[config.mk]
export PLATFORM = sky130hd
export DESIGN_NAME = timer_input_capture
export DESIGN_NICKNAME = d
export VERILOG_FILES = /design/src/rtl/timer_pkg.sv /design/src/rtl/timer_capture_channel.sv /design/src/rtl/timer_input_capture.sv
export SDC_FILE = /design/constraint.sdc
export NUM_CORES = 1
export LEC_CHECK = 0
export CELL_PAD_IN_SITES_DETAIL_PLACEMENT = 0
export CELL_PAD_IN_SITES_GLOBAL_PLACEMENT = 1
export CORE_UTILIZATION = 43
export CTS_BUF_LIST = sky130_fd_sc_hd__clkbuf_2 sky130_fd_sc_hd__clkbuf_4 sky130_fd_sc_hd__clkbuf_8
export DETAILED_ROUTE_END_ITERATION = 12
export GPL_TIMING_DRIVEN = 0
export MAX_ROUTING_LAYER = met4
export PLACE_DENSITY_LB_ADDON = 0.1
export SETUP_SLACK_MARGIN = 0.2
export SYNTH_ARGS = -nofsm -noshare
export SYNTH_HDL_FRONTEND = slang
export SYNTH_SLANG_ARGS = --single-unit
[constraint.sdc]
create_clock -name clk -period 3.7 [get_ports clk]
set_clock_uncertainty 0.1 [all_clocks]
set_input_delay 0.555 -clock clk [delete_from_list [all_inputs] [get_ports clk]]
set_output_delay 0.555 -clock clk [all_outputs]
set_load 0.005 [all_outputs]
[src/rtl/timer_pkg.sv]
// Shared timer definitions: default widths and the per-channel capture state encoding.
package timer_pkg;

    localparam int TIMER_CNT_WIDTH = 32;
    localparam int TIMER_CH_NUM    = 8;

    typedef enum logic [1:0] {
        CAP_IDLE     = 2'd0,
        CAP_CAPTURED = 2'd1,
        CAP_OVERRUN  = 2'd2
    } cap_state_t;

endpackage

[src/rtl/timer_capture_channel.sv]
// One input-capture channel: capture register plus pending/overrun state.
// With TIMER_CAPTURE_HOLD_FIRST_EN defined, a pending capture is not overwritten.
module timer_capture_channel
    import timer_pkg::*;
#(
    parameter int CNT_WIDTH = TIMER_CNT_WIDTH
) (
    input  logic                 clk,
    input  logic                 n_rst,
    input  logic                 edge_i,
    input  logic                 clr_i,
    input  logic [CNT_WIDTH-1:0] tc_value_i,
    output logic [CNT_WIDTH-1:0] cap_value_o,
    output logic                 flag_o,
    output logic                 ovf_o,
    output logic                 flag_next_o
);

    cap_state_t           state_q;
    logic [CNT_WIDTH-1:0] cap_q;
    logic                 wr_en_s;

    // Decide whether this cycle's edge loads the capture register.
    always_comb begin
        wr_en_s = 1'b0;
`ifdef TIMER_CAPTURE_HOLD_FIRST_EN
        // A clear in the same cycle consumes the held value, so the new edge is accepted.
        wr_en_s = edge_i & ((state_q == CAP_IDLE) | clr_i);
`else
        wr_en_s = edge_i;
`endif
    end

    // Capture register and per-channel state machine; an edge always beats a clear.
    always_ff @(posedge clk) begin
        if (!n_rst) begin
            state_q <= CAP_IDLE;
            cap_q   <= {CNT_WIDTH{1'b0}};
        end else begin
            if (wr_en_s) begin
                cap_q <= tc_value_i;
            end else begin
                cap_q <= cap_q;
            end
            case (state_q)
                CAP_IDLE: begin
                    if (edge_i) begin
                        state_q <= CAP_CAPTURED;
                    end else begin
                        state_q <= CAP_IDLE;
                    end
                end
                CAP_CAPTURED, CAP_OVERRUN: begin
                    if (edge_i && clr_i) begin
                        state_q <= CAP_CAPTURED;
                    end else if (edge_i) begin
                        state_q <= CAP_OVERRUN;
                    end else if (clr_i) begin
                        state_q <= CAP_IDLE;
                    end else begin
                        state_q <= state_q;
                    end
                end
                default: state_q <= CAP_IDLE;
            endcase
        end
    end

    assign cap_value_o = cap_q;
    assign flag_o      = (state_q != CAP_IDLE);
    assign ovf_o       = (state_q == CAP_OVERRUN);
    assign flag_next_o = edge_i | (flag_o & ~clr_i);

endmodule

[src/rtl/timer_input_capture.sv]
// Timer input-capture block: per-channel capture, read-to-clear access and registered irq.
// Optional macro TIMER_CAPTURE_HOLD_FIRST_EN keeps the first pending capture per channel.
module timer_input_capture
    import timer_pkg::*;
#(
    parameter int WIDTH     = TIMER_CH_NUM,
    parameter int CNT_WIDTH = TIMER_CNT_WIDTH,
    parameter int SEL_WIDTH = (WIDTH > 1) ? $clog2(WIDTH) : 1
) (
    input  logic                 clk,
    input  logic                 n_rst,
    input  logic [WIDTH-1:0]     edge_detected,
    input  logic [CNT_WIDTH-1:0] tc_value,
    input  logic [WIDTH-1:0]     cap_ie,
    input  logic                 rd_en,
    input  logic [SEL_WIDTH-1:0] rd_sel,
    output logic [CNT_WIDTH-1:0] rd_value,
    output logic [WIDTH-1:0]     cap_flag,
    output logic [WIDTH-1:0]     cap_ovf,
    output logic                 irq
);

    logic [WIDTH-1:0]     sel_hit_s;
    logic [WIDTH-1:0]     clr_s;
    logic [WIDTH-1:0]     flag_next_s;
    logic [CNT_WIDTH-1:0] cap_value_s [WIDTH];
    logic                 irq_q;

    // Decode rd_sel and mux the selected capture register; out-of-range selects hit nothing.
    always_comb begin
        sel_hit_s = {WIDTH{1'b0}};
        rd_value  = {CNT_WIDTH{1'b0}};
        for (int i = 0; i < WIDTH; i++) begin
            if (rd_sel == SEL_WIDTH'(i)) begin
                sel_hit_s[i] = 1'b1;
                rd_value     = cap_value_s[i];
            end else begin
                sel_hit_s[i] = 1'b0;
            end
        end
    end

    assign clr_s = sel_hit_s & {WIDTH{rd_en}};

    for (genvar g = 0; g < WIDTH; g++) begin : g_ch
        timer_capture_channel #(
            .CNT_WIDTH (CNT_WIDTH)
        ) u_ch (
            .clk         (clk),
            .n_rst       (n_rst),
            .edge_i      (edge_detected[g]),
            .clr_i       (clr_s[g]),
            .tc_value_i  (tc_value),
            .cap_value_o (cap_value_s[g]),
            .flag_o      (cap_flag[g]),
            .ovf_o       (cap_ovf[g]),
            .flag_next_o (flag_next_s[g])
        );
    end

    // Interrupt follows next-cycle flags so it rises and falls together with cap_flag.
    always_ff @(posedge clk) begin
        if (!n_rst) begin
            irq_q <= 1'b0;
        end else begin
            irq_q <= |(flag_next_s & cap_ie);
        end
    end

    assign irq = irq_q;

endmodule

==> impl_metrics.csv <==
group,metric,value,unit
critical_path,rr_startpoint,"g_ch[4].u_ch.state_q[1]$_SDFFE_PN0P_",
timing,worst_pin_slew,1.137,ns
synth,syn_area_per_cell,9.636,um^2
final_layout,syn2layout_area_growth,17.43,%
route,num_vias,10090,
global_route,grt_pass1_vias,9804,
floorplanning,die_area,0.02993,mm^2
floorplanning,rows,62,
global_route,grt_pass1_wl,58.24,mm
route,remaining_drc_errors,0,
synth,synth_fp_nets,1383,
synth,async_reset_ff_frac,0,
route,dr.pass1.iters,5,
outcome,status,"finished clean",
synth,yosys.area_share.xor_xnor,0,
floorplanning,coreArea,0.02870,mm^2
synth,synth_compound_gate_area_share,0.1471,
synth,synth_edf_count,0,
place,place_ws,-0.1483,ns
floorplanning,fp.dieH,173.0,um
route,viasPerCell,5.502,
cts,cts_hold_buf,0,
synth,synth_top_flop_cell,"dfxtp_1",
timing,drv_slew,0,
synth,synthMuxAreaShare,0.2293,
route,wl,37.79,mm
flow_run,max_cap_viol_count,0,
critical_path,crit_type,"in2out",
synth,netlist_top_cells_count,"288 x mux2i_1, 273 x dfxtp_1, 264 x nor2_1",
cts,root_buffer,"clkbuf_8",
critical_path,worstSetupStartpointType,"primary input",
critical_path,required,3.04,ns
critical_path,critical_path.endpoint,"rd_value[15]",
critical_path,endpoint_kind,"primary output",
timing,max_freq,294.0,MHz
cts,numCtsBuffers,48,
floorplanning,num_io_pins,103,
synth,synth_cells,1305,
route,drt-initial-drc-count,700,
cts,worstSkewPairLatency,0.56,ns
synth,ys_types,45,
timing,fin_crit,3.401,ns
synth,synth_area_leader_cell,"dfxtp_1",
critical_path,cp-startpoint,"rd_sel[1]",
pwr,ir_worst_vdd,0.2837,mV
cts,post_cts_buffers,0,
synth,synth_top_family_by_area,"multiplexers",
place,port_buffers,59,
cts,cts_sinks,273,
synth,synth_most_common_cell,"mux2i_1",
final_layout,layout-drive-gt1-share,0.1277,
synth,synth-simple-area-share,0.1001,
timing,setup-violations-final,0,
hold_path,hold_depth,3,
final_layout,fillers,2769,
timing,rsz0062_at_grt,"no",
synth,netlist_area,0.01257,mm^2
synth,synth-seq-cells,273,
critical_path,ff2ff_setup_slack,2.19,ns
critical_path,critPathMaxStageDelay,0.60,ns
route,ant_nets,0,
timing,maxSlewHeadroom,0.2422,
critical_path,crit_path_max_fanout,10,
synth,ys_top_cells_by_area,"dfxtp_1 43%, mux2i_1 23%, nor2_1 7.9%, o221a_2 2.9%, ha_1 2.4%",
place,place_inst,1748,
synth,yosysSeqAreaShare,0.4346,
floorplanning,start_util,0.4381,
critical_path,crit_arrival,2.75,ns
synth,synthAdderAreaFrac,0.02388,
global_route,grt_usage,0.2583,
place,dp.final_hpwl,25.28,mm
cts,clk_path_buf_depth,3,
global_route,grt_antenna_before_repair,1,
route,wl_per_cell,20.61,um
final_layout,fin_cells,1834,
pwr,power.density,494.2,mW/mm^2
critical_path,r2r_end,"g_ch[4].u_ch.state_q[0]$_SDFFE_PN0P_",
final_layout,finalNetCount,1492,
cts,h-tree-depth,2,
global_route,grt_max_degree,13,
floorplanning,die_w,173.0,um
final_layout,final_area,0.01477,mm^2
global_route,gr-total-overflow,0,
cts,tritoncts,"done",
critical_path,crit_slowest_cell,"clkbuf_1",
timing,fin_crit_sh,0.9191,
pwr,cellLeakagePower,0.006493,uW
critical_path,crit_chain,"buf_6 > buf_2 > clkbuf_1 > a22oi_1 > o221ai_1 > o221a_2 > clkdlybuf4s50_1",
synth,yosys_warnings,0,
timing,setup_ws,0.2992,ns
critical_path,reg2regPathDepth,6,
synth,synth.top_cell.area_share,0.4346,
place,place_area,0.01365,mm^2
timing,hold_viol,0,
place,place.gp.congestion,0.8279,
hold_path,holdCritPathClass,"in2reg",
cts,path_clk_slew,0.06,ns
## worst min path at each step
stage | end | startpoint
finish | g_ch[3].u_ch.state_q[1]$_SDFFE_PN0P_ | edge_detected[3]
global route | g_ch[0].u_ch.state_q[1]$_SDFFE_PN0P_ | edge_detected[0]
CTS | g_ch[3].u_ch.state_q[1]$_SDFFE_PN0P_ | edge_detected[3]
detailed placement | g_ch[1].u_ch.state_q[0]$_SDFFE_PN0P_ | g_ch[1].u_ch.state_q[0]$_SDFFE_PN0P_
global placement | g_ch[1].u_ch.state_q[0]$_SDFFE_PN0P_ | g_ch[1].u_ch.state_q[0]$_SDFFE_PN0P_
floorplan | g_ch[1].u_ch.state_q[0]$_SDFFE_PN0P_ | g_ch[1].u_ch.state_q[0]$_SDFFE_PN0P_
## cell families (layout without fill, tap and decap cells)
| logic type | Yosys count | in the layout |
|---|---|---|
| AND/OR/NAND/NOR | 304 | 304 |
| multiplexers | 288 | 288 |
| flip-flops | 273 | 273 |
| AO/OA/AOI/OAI | 227 | 227 |
| buffers and inverters | 189 | 333 |
| adder cells (fa/ha/maj) | 24 | 24 |
| other | 0 | 1 |
## cell usage in the layout (no fill, tap or decap), drive strengths merged, types with 3 or more instances in the layout
cell	synthesis	routed
a2111oi	5	5
a21oi	41	41
a22o	32	32
a22oi	35	35
a2bb2oi	32	32
and2	4	4
buf	102	100
clkbuf	57	140
clkdlybuf4s50	0	58
clkinv	1	4
dfxtp	273	273
ha	24	24
inv	29	30
mux2i	288	288
nand2	7	7
nand3b	5	5
nand4b	3	3
nor2	264	264
o21a	4	4
o21ai	5	5
o221a	32	32
o221ai	32	32
or3	5	5
## registers in the layout, summed over array words and instances, names as in the netlist
register               cells
g_ch.u_ch.cap_value_o    256
g_ch.u_ch.state_q         16
irq                        1
## through the flow
step,util,hold slack (ns),TNS (ns),power [uW]
floorplan,-,0.3446,0,3958
global placement,0.4754,0.3607,-3.944,4330
detailed placement,0.4754,0.3665,-3.309,4340
CTS,0.5139,0.2953,0,7354
global route,0.5145,0.3129,0,7616
finish,0.5145,0.3126,0,7297
## timing repair
| action | CTS | global route |
|---|---|---|
| resized for setup | 25 | 8 |
| endpoints found under the setup margin | 32 | 30 |
| cloned | 0 | 0 |
## worst max-delay path, delay by kind of cell
| kind | cells | cell delay, ns |
|---|---|---|
| compound gates | 3 | 0.71 |
| buf+inv | 4 | 1.46 |
## routing by layer
layer / wire (um) / track usage / vias up / share of wire
met5: 0 / - / - / 0
met4: 1087 / 0.09218 / 0 / 0.029
met3: 2002 / 0.04222 / 80 / 0.053
met2: 16560 / 0.3896 / 320 / 0.44
met1: 18140 / 0.3481 / 4850 / 0.48
li1: - / - / 4840 / -
## cell type report
cell class / instances / area, um^2 / share of cell area
timing repair buffer: 59 / 593.1 / 0.04016
clock buffer: 81 / 1033 / 0.06999
multi-input combinational: 843 / 6297 / 0.4265
inverter: 30 / 112.6 / 0.007626
tap: 384 / 480.5 / 0.03254
clock inverter: 4 / 26.28 / 0.001779
antenna: 1 / 2.502 / 0.0001695
sequential: 273 / 5465 / 0.3701
buffer: 159 / 755.7 / 0.05118
## report_power, final
part	switching, uW	internal (uW)
Combinational	578	497
Clock	1250	1750
Sequential	96.6	3120
Note: power is estimated with default switching activity, not from simulation.
